**src/rtl/adder_4_seq_ctrl.sv**
```systemverilog
// rtl/adder_4_seq_ctrl.sv - multi-cycle W-bit adder, one 4-bit nibble per clock
// Optional subtract mode (port sub) enabled by defining ADDER_SEQ_SUB_EN.
module adder_4_seq_ctrl #(
    parameter int NIB = 4
) (
    input  logic             clk,
    input  logic             rst_n,
    input  logic             start,
`ifdef ADDER_SEQ_SUB_EN
    input  logic             sub,
`endif
    input  logic [4*NIB-1:0] op_a,
    input  logic [4*NIB-1:0] op_b,
    input  logic             cin,
    output logic             busy,
    output logic             done,
    output logic [4*NIB-1:0] sum,
    output logic             cout,
    output logic             ovf
);

    localparam int W  = 4 * NIB;
    localparam int IW = (NIB > 1) ? $clog2(NIB) : 1;

    localparam logic [1:0] S_IDLE = 2'd0;
    localparam logic [1:0] S_RUN  = 2'd1;
    localparam logic [1:0] S_DONE = 2'd2;

    logic [1:0]    state_q, state_d;
    logic [W-1:0]  a_q, a_d;
    logic [W-1:0]  b_q, b_d;
    logic          carry_q, carry_d;
    logic [IW-1:0] idx_q, idx_d;
    logic [W-1:0]  sum_q, sum_d;
    logic          cout_q, cout_d;
    logic          ovf_q, ovf_d;

    logic [IW+1:0] base;
    logic [3:0]    a_nib;
    logic [3:0]    b_nib;
    logic [4:0]    nib_sum;
    logic          msb_cin;

    assign base    = {idx_q, 2'b00};
    assign a_nib   = a_q[base +: 4];
    assign b_nib   = b_q[base +: 4];
    assign nib_sum = {1'b0, a_nib} + {1'b0, b_nib} + {4'b0000, carry_q};
    // Carry into bit 3 of the nibble; only meaningful for the top nibble.
    assign msb_cin = a_nib[3] ^ b_nib[3] ^ nib_sum[3];

    always_comb begin
        state_d = state_q;
        a_d     = a_q;
        b_d     = b_q;
        carry_d = carry_q;
        idx_d   = idx_q;
        sum_d   = sum_q;
        cout_d  = cout_q;
        ovf_d   = ovf_q;
        case (state_q)
            S_IDLE: begin
                if (start) begin
                    a_d     = op_a;
`ifdef ADDER_SEQ_SUB_EN
                    // Subtraction is a + ~b + 1; the caller's cin is ignored.
                    b_d     = sub ? ~op_b : op_b;
                    carry_d = sub ? 1'b1 : cin;
`else
                    b_d     = op_b;
                    carry_d = cin;
`endif
                    idx_d   = '0;
                    state_d = S_RUN;
                end
            end
            S_RUN: begin
                sum_d[base +: 4] = nib_sum[3:0];
                carry_d          = nib_sum[4];
                idx_d            = idx_q + IW'(1);
                if (idx_q == IW'(NIB - 1)) begin
                    idx_d   = '0;
                    cout_d  = nib_sum[4];
                    ovf_d   = msb_cin ^ nib_sum[4];
                    state_d = S_DONE;
                end
            end
            S_DONE:  state_d = S_IDLE;
            default: state_d = S_IDLE;
        endcase
    end

    always_ff @(posedge clk or negedge rst_n) begin
        if (!rst_n) begin
            state_q <= S_IDLE;
            a_q     <= '0;
            b_q     <= '0;
            carry_q <= 1'b0;
            idx_q   <= '0;
            sum_q   <= '0;
            cout_q  <= 1'b0;
            ovf_q   <= 1'b0;
        end else begin
            state_q <= state_d;
            a_q     <= a_d;
            b_q     <= b_d;
            carry_q <= carry_d;
            idx_q   <= idx_d;
            sum_q   <= sum_d;
            cout_q  <= cout_d;
            ovf_q   <= ovf_d;
        end
    end

    assign busy = (state_q == S_RUN);
    assign done = (state_q == S_DONE);
    assign sum  = sum_q;
    assign cout = cout_q;
    assign ovf  = ovf_q;

endmodule

```
**config.mk**
```make
export PLATFORM = sky130hd
export DESIGN_NAME = adder_4_seq_ctrl
export DESIGN_NICKNAME = d
export VERILOG_FILES = /design/src/rtl/adder_4_seq_ctrl.sv
export SDC_FILE = /design/constraint.sdc
export NUM_CORES = 1
export LEC_CHECK = 0
export CAP_MARGIN = 40
export CORE_ASPECT_RATIO = 1.75
export CORE_MARGIN = 2
export CORE_UTILIZATION = 35
export DETAILED_ROUTE_END_ITERATION = 10
export GPL_TIMING_DRIVEN = 0
export PLACE_DENSITY = 0.67
export SYNTH_ARGS = -nofsm -noshare
export SYNTH_HDL_FRONTEND = slang
export SYNTH_SLANG_ARGS = --single-unit
export TNS_END_PERCENT = 30
```
**constraint.sdc**
```tcl
create_clock -name clk -period 7.9 [get_ports clk]
set_input_delay 1.58 -clock clk [delete_from_list [all_inputs] [get_ports clk]]
set_output_delay 1.58 -clock clk [all_outputs]
set_load 0.02 [all_outputs]
```
==> summary.txt, run 1 <==
Run status
  • Status: completed

Timing
  • Worst hold slack: slightly below 0.5 ns
  • Min cycle time layout: roughly 3.3 ns
  • Unrepaired setup endpoints after global routing: false
  • Final hold viol count: 0
  • Final period utilization: 0.415
  • Final Max Tran Viols: 0
  • Max Clock Freq: 0.305 GHz
  • Relative slew slack: 0.594
  • Final setup fails: 0
  • Worst-margin pin slew: ~0.61 ns
  • Clk_skew: roughly 0.0032 ns
  • Setup TNS: 0 ns
  • Final worst slack: 4.63 ns

Clock network
  • Clk Latency, worst-skew pair: roughly 0.29 ns
  • CTS tree: done
  • CTS Buf Count: 5
  • Resized cells post-CTS: 0
  • Clk sinks: 55
  • Post-CTS Setup Inserts: 0
  • Maximum clock insertion buffer count: 2
  • Root buf cell: clkbuf_16
  • Hold buffers post-CTS: 0
  • Htree depth: 2
  • Reg clk slew, reported paths: 0.07 ns

Global routing
  • Largest net degree at the start of global routing: 31
  • Grt peak-use layer: met2
  • GRT Overall Usage: 0.148
  • Initial antenna violation count: 0
  • Met2 global-route usage: 0.263
  • Vias in the first global route: 1779
  • GR Util met3: 0.0282
  • Grt total ovfl: 0
  • Grt met1 use: 0.167
  • First-pass GRT wire length: 8500 um

Cells and area
  • Most common cell after layout, fill and taps aside: dfrtp_1
  • FILL cells: 597
  • Number of diodes: 0
  • Synthesis-to-finish area growth: 32.8%
  • Final Instance Area: 3300 um2
  • Commonest cells after routing, fill and taps aside: 55 x dfrtp_1, 54 x clkdlybuf4s50_1, 30 x mux2_2
  • Post-layout util: 0.481
  • Layout cells sized above 1: 0.252
  • Layout Nets: 276

Pwr
  • Comb pwr share: 0.530
  • Sw Share: 0.392
  • Internal: 0.922 mW
  • P per Cell Area: about 460 nW/um2
  • Clk pwr share: 0.143
  • VDD IR max: ~0.24 mV
  • LEAKAGE: 1.41 nW
  • Seq pwr share: 0.326
  • Psw: 0.594 mW

Synthesis
  • EDFF count, synth: 0
  • Ranking of synthesized cells by area: dfrtp_1 55%, mux2_2 14%, mux4_2 7.2%
  • Synthesized cell area: approximately 2500 um2
  • Unique masters post-synth: 28
  • Synth Area per Inst: 15.0 um2
  • Cell taking the most area after synthesis: dfrtp_1
  • Dominant synthesized flop cell: dfrtp_1
  • Syn. warnings: 0
  • Seq/Total Area, Yosys: 0.554
  • Cells after Synth: approximately 170
  • Seq cells post-synth: 55
  • Share of the synthesized area in the top cell type: 0.554
  • Fraction of registers with async set/reset: 1.00
  • Syn Nets: 213

Floorplan
  • Site row count: 40
  • DIE WIDTH: 67.7 um
  • Core area: between 6000 and 7000 um2
  • Num ports: 56
  • Die Span Y: 115 um
  • Total die area: 7820 um2
  • Initial Utilization: 0.363

Route
  • Drt wl/cell: about 16 um
  • Routed Antenna Nets: 0
  • DR pass1 iterations: 4
  • Via/cell ratio: 5.07
  • Total routed wirelength: a little over 5000 um
  • Initial DRC count: 63
  • DR vias: 1591
  • DRC: 0

Setup path
  • Endpoint required time on the critical path: 6.32 ns
  • Reg-to-reg startpoint: idx_q[0]
  • Worst Setup End Kind: primary output
  • Slowest CP cell: clkdlybuf4s50_1
  • Register-to-Register Path Depth: 8
  • R2R setup slack: 4.64 ns
  • Startpoint Class: register
  • R2r endpoint: ovf
  • Max incr delay on CP: 0.62 ns
  • CP Class: reg -> out
  • Crit path max-delay family: buffers and inverters
  • CP cell instances: nand2b_2 > clkinv_2 > clkdlybuf4s50_1
  • Crit-path max FO: 8
  • WP data arrival: 1.69 ns
  • Worst Path Buf+Inv: 2

Run
  • Maxcap violations: 0

Hold path
  • Hold depth: 2
  • Hold crit path type: reg -> reg
  • HP Start: cout
  • Sink of the worst hold path: cout

Place
  • Port bufs: 55
  • Detail Placement HPWL: 3930 um
  • Final Wtd Congestion: 0.751
  • Area post-placement: 3160 um2
  • Pre-CTS setup slack: 4.56 ns
[per-layer routing]
| layer | wire [um] | up-vias |
|---|---|---|
| met5 | 0 | - |
| met4 | 143 | 0 |
| met3 | 193 | 11 |
| met2 | 2780 | 42 |
| met1 | 1920 | 794 |
| li1 | - | 744 |
[worst reg2reg max path: stages (launching register included)]
cell and delay [ns]:
dfrtp_1 0.58, buf_2 0.38, mux4_2 0.59, fa_1 0.44, fa_1 0.42, a21o_1 0.19
a21oi_1 0.29, xnor2_1 0.15, o21ai_0 0.09
[worst max-delay path by stage]
stage	startpoint	endpoint	depth (start not counted)
final	state_q[1]	busy	3
after global routing	idx_q[0]	ovf	8
after CTS	idx_q[0]	ovf	8
after detailed placement	idx_q[0]	ovf	8
after global placement	rst_n	b_q[7]	1
after floorplan	idx_q[0]	ovf	8
[synthesized netlist by cell type (all sizes together), types with 3 or more instances]
cell type,number
mux2,32
a22o,17
inv,4
a21oi,3
dfrtp,55
nand2,9
o21ai,3
buf,4
ha,9
mux4,8
nor2,3
[power groups by stage]
stage	Sequential (mW)	Combinational (mW)	Clock [mW]
after floorplan	0.517	0.520	0
after global placement	0.495	0.802	0
after detailed placement	0.501	0.813	0
after CTS	0.496	0.817	0.220
after global routing	0.512	0.882	0.231
final	0.494	0.804	0.217
[kinds of logic after synthesis]
group           share of synthesized area
compound gates                     0.0896
xor+xnor                           0.0106
fa+ha+maj                          0.0614
buf+inv                            0.0176
flops                               0.554
mux                                 0.217
simple gates                       0.0498
[state kept, by name, indices dropped and copies added (netlist names)]
signal   count
a_q         16
cout         1
ovf          1
b_q         16
idx_q        2
sum         16
carry_q      1
state_q      2
[cell type report]
cell class              count  area (um2)  area share
clock inverters             3        18.8     0.00569
well taps                  84         105      0.0318
flip-flops and latches     55        1380       0.417
plain buffers               5        23.8     0.00720
repair buffers             56         566       0.171
clock buffers               5         125      0.0379
multi-input cells         101        1070       0.323
inverters                   5        20.0     0.00607
[metrics by stage]
stage               std cells  total power [mW]
floorplan                 166              1.04
global placement          305              1.30
detailed placement        306              1.31
CTS                       314              1.53
global route              314              1.63
finish                    314              1.52
No activity file was read; power rests on OpenSTA's default activity.
==> run 2, diff against run 1 <==
- PLACE_DENSITY: 0.67 -> 0.69
- clock period: 7.9 -> 3 ns (I/O delays scaled with it)
==> run 2 against run 1 <==
Compared with the run above:
- non-clock buffer count rose by 1
- register-to-register slack got worse by 4.4 ns
- combinational power rose to 2.7 times the previous value
- final cell count rose by 0.32%
- sequential cell count did not move
- critical endpoint is now ovf
- power rose to 2.7 times the previous value
- final area rose by 1.5%
- clock-buffer cell count rose by 1
- worst hold slack got worse by 0.16 ns
==> summary.txt, run 2 (synthesis results as in run 1) <==
Setup path
  • Reg-to-reg startpoint: idx_q[0]
  • Crit-path max FO: 10
  • CP Class: reg -> reg
  • Crit path top cell by count: fa_1
  • CP cell instances: buf_6 > mux4_2 > fa_1 > fa_1 > a21o_1 > a21oi_2 > xnor2_1 > o21ai_0
  • Startpoint Class: register
  • Register-to-Register Path Depth: 8
  • R2r endpoint: ovf
  • R2R setup slack: 0.25 ns
  • Max incr delay on CP: 0.55 ns
  • Worst Setup End Kind: register
  • Slowest CP cell: mux4_2
  • Endpoint required time on the critical path: 3.17 ns
  • WP data arrival: 2.92 ns

Cells and area
  • Layout cells sized above 1: 0.268
  • Number of diodes: 0
  • Area of the multi-input gates: 1070 um2
  • FILL cells: 608
  • Final Instance Area: 3350 um2
  • Post-layout util: 0.489
  • Fin cells: approximately 320
  • FF/Latch Area: 1380 um2
  • Synthesis-to-finish area growth: 34.8%
  • Layout Nets: 277
  • Commonest cells after routing, fill and taps aside: 54 x dfrtp_1, 54 x clkdlybuf4s50_1, 30 x mux2_2

Place
  • Area post-placement: 3160 um2
  • Placed cells: around 310
  • Detail Placement HPWL: 3950 um
  • Port bufs: 55
  • Final Wtd Congestion: around 0.76
  • Pre-CTS setup slack: -0.281 ns

Timing
  • Relative slew slack: 0.566
  • Final period utilization: 0.916
  • Worst hold slack: 0.331 ns
  • Final Max Tran Viols: 0
  • Final hold viol count: 0
  • Clk_skew: 0.00706 ns
  • Max Clock Freq: 0.364 GHz
  • Final setup fails: 0
  • Unrepaired setup endpoints after global routing: false
  • Min cycle time layout: 2.75 ns
  • Worst-margin pin slew: 0.651 ns
  • Setup TNS: 0 ns
  • Final worst slack: approximately 0.25 ns

Clock network
  • Reg clk slew, reported paths: 0.07 ns
  • Root buf cell: clkbuf_16
  • Hold buffers post-CTS: 0
  • Clk Latency, worst-skew pair: between 0.2 and 0.3 ns
  • Htree depth: 2
  • CTS tree: done
  • Maximum clock insertion buffer count: 2
  • Clk sinks: between 50 and 60
  • CTS Buf Count: 5

Global routing
  • Largest net degree at the start of global routing: 29
  • GRT Overall Usage: 0.149
  • Vias in the first global route: between 1500 and 2000
  • Grt total ovfl: 0
  • Initial antenna violation count: 0
  • First-pass GRT wire length: 8580 um

Route
  • Total routed wirelength: 5140 um
  • DR pass1 iterations: 4
  • Via/cell ratio: 5.08
  • Initial DRC count: 34
  • DRC: 0
  • Drt wl/cell: 16.3 um
  • Routed Antenna Nets: 0
  • DR vias: approximately 1600

Pwr
  • LEAKAGE: 1.43 nW
  • VDD IR max: 0.693 mV
  • Total Power: 4.15 mW
  • P per Cell Area: 1240 nW/um2

Floorplan
  • DIE WIDTH: slightly below 70 um
  • Site row count: 40
  • Die Span Y: 115 um
  • Initial Utilization: 0.363
  • Num ports: 56
  • Total die area: 7820 um2
  • Core area: 6860 um2

Run
  • Maxcap violations: 0

Hold path
  • Hold crit path type: in -> async

Run status
  • Status: completed
[run 2: area by class of cell]
cell class | instances | share of cell area
Timing Repair Buffer | 57 | 0.171
Sequential cell | 55 | 0.411
Clock buffer | 6 | 0.0414
Multi-Input combinational cell | 101 | 0.319
Tap cell | 84 | 0.0314
Clock inverter | 2 | 0.0105
Inverter | 5 | 0.00597
Buffer | 5 | 0.00934
[run 2: worst max-delay path by stage]
| stage | startpoint | end | slack (ns) | cells after the start |
|---|---|---|---|---|
| floorplan | idx_q[0] | ovf | 0.11 | 8 |
| global placement | rst_n | b_q[15] | -0.28 | 1 |
| detailed placement | idx_q[0] | ovf | -0.28 | 8 |
| CTS | idx_q[0] | ovf | 0.15 | 8 |
| global route | idx_q[0] | ovf | 0.08 | 8 |
| finish | idx_q[0] | ovf | 0.25 | 8 |
[run 2: per-layer routing]
layer	track usage	part of all wire
met1	0.162	0.37
met2	0.274	0.57
met3	0.0369	0.043
met4	0.0503	0.015
met5	0	0
[run 2: repair_timing]
action / CTS / global route
buffers inserted: 1 / 0
setup endpoints to repair: 11 / 1
gates resized for setup: 4 / 1
hold endpoints to repair: 0 / 0
[run 2: critical path, delay by kind of cell, from the launching register on]
kind                     cells  cell delay (ns)
buffers and inverters        1             0.18
XOR/XNOR                     1             0.14
multiplexers                 1             0.55
AO/OA/AOI/OAI                3             0.50
adder cells (fa/ha/maj)      2             0.86
flip-flops                   1             0.39
[run 2: where the power goes]
| part | switching, mW | internal (mW) |
|---|---|---|
| logic | 1.14 | 1.06 |
| registers | 0.191 | 1.09 |
| clock network | 0.252 | 0.415 |
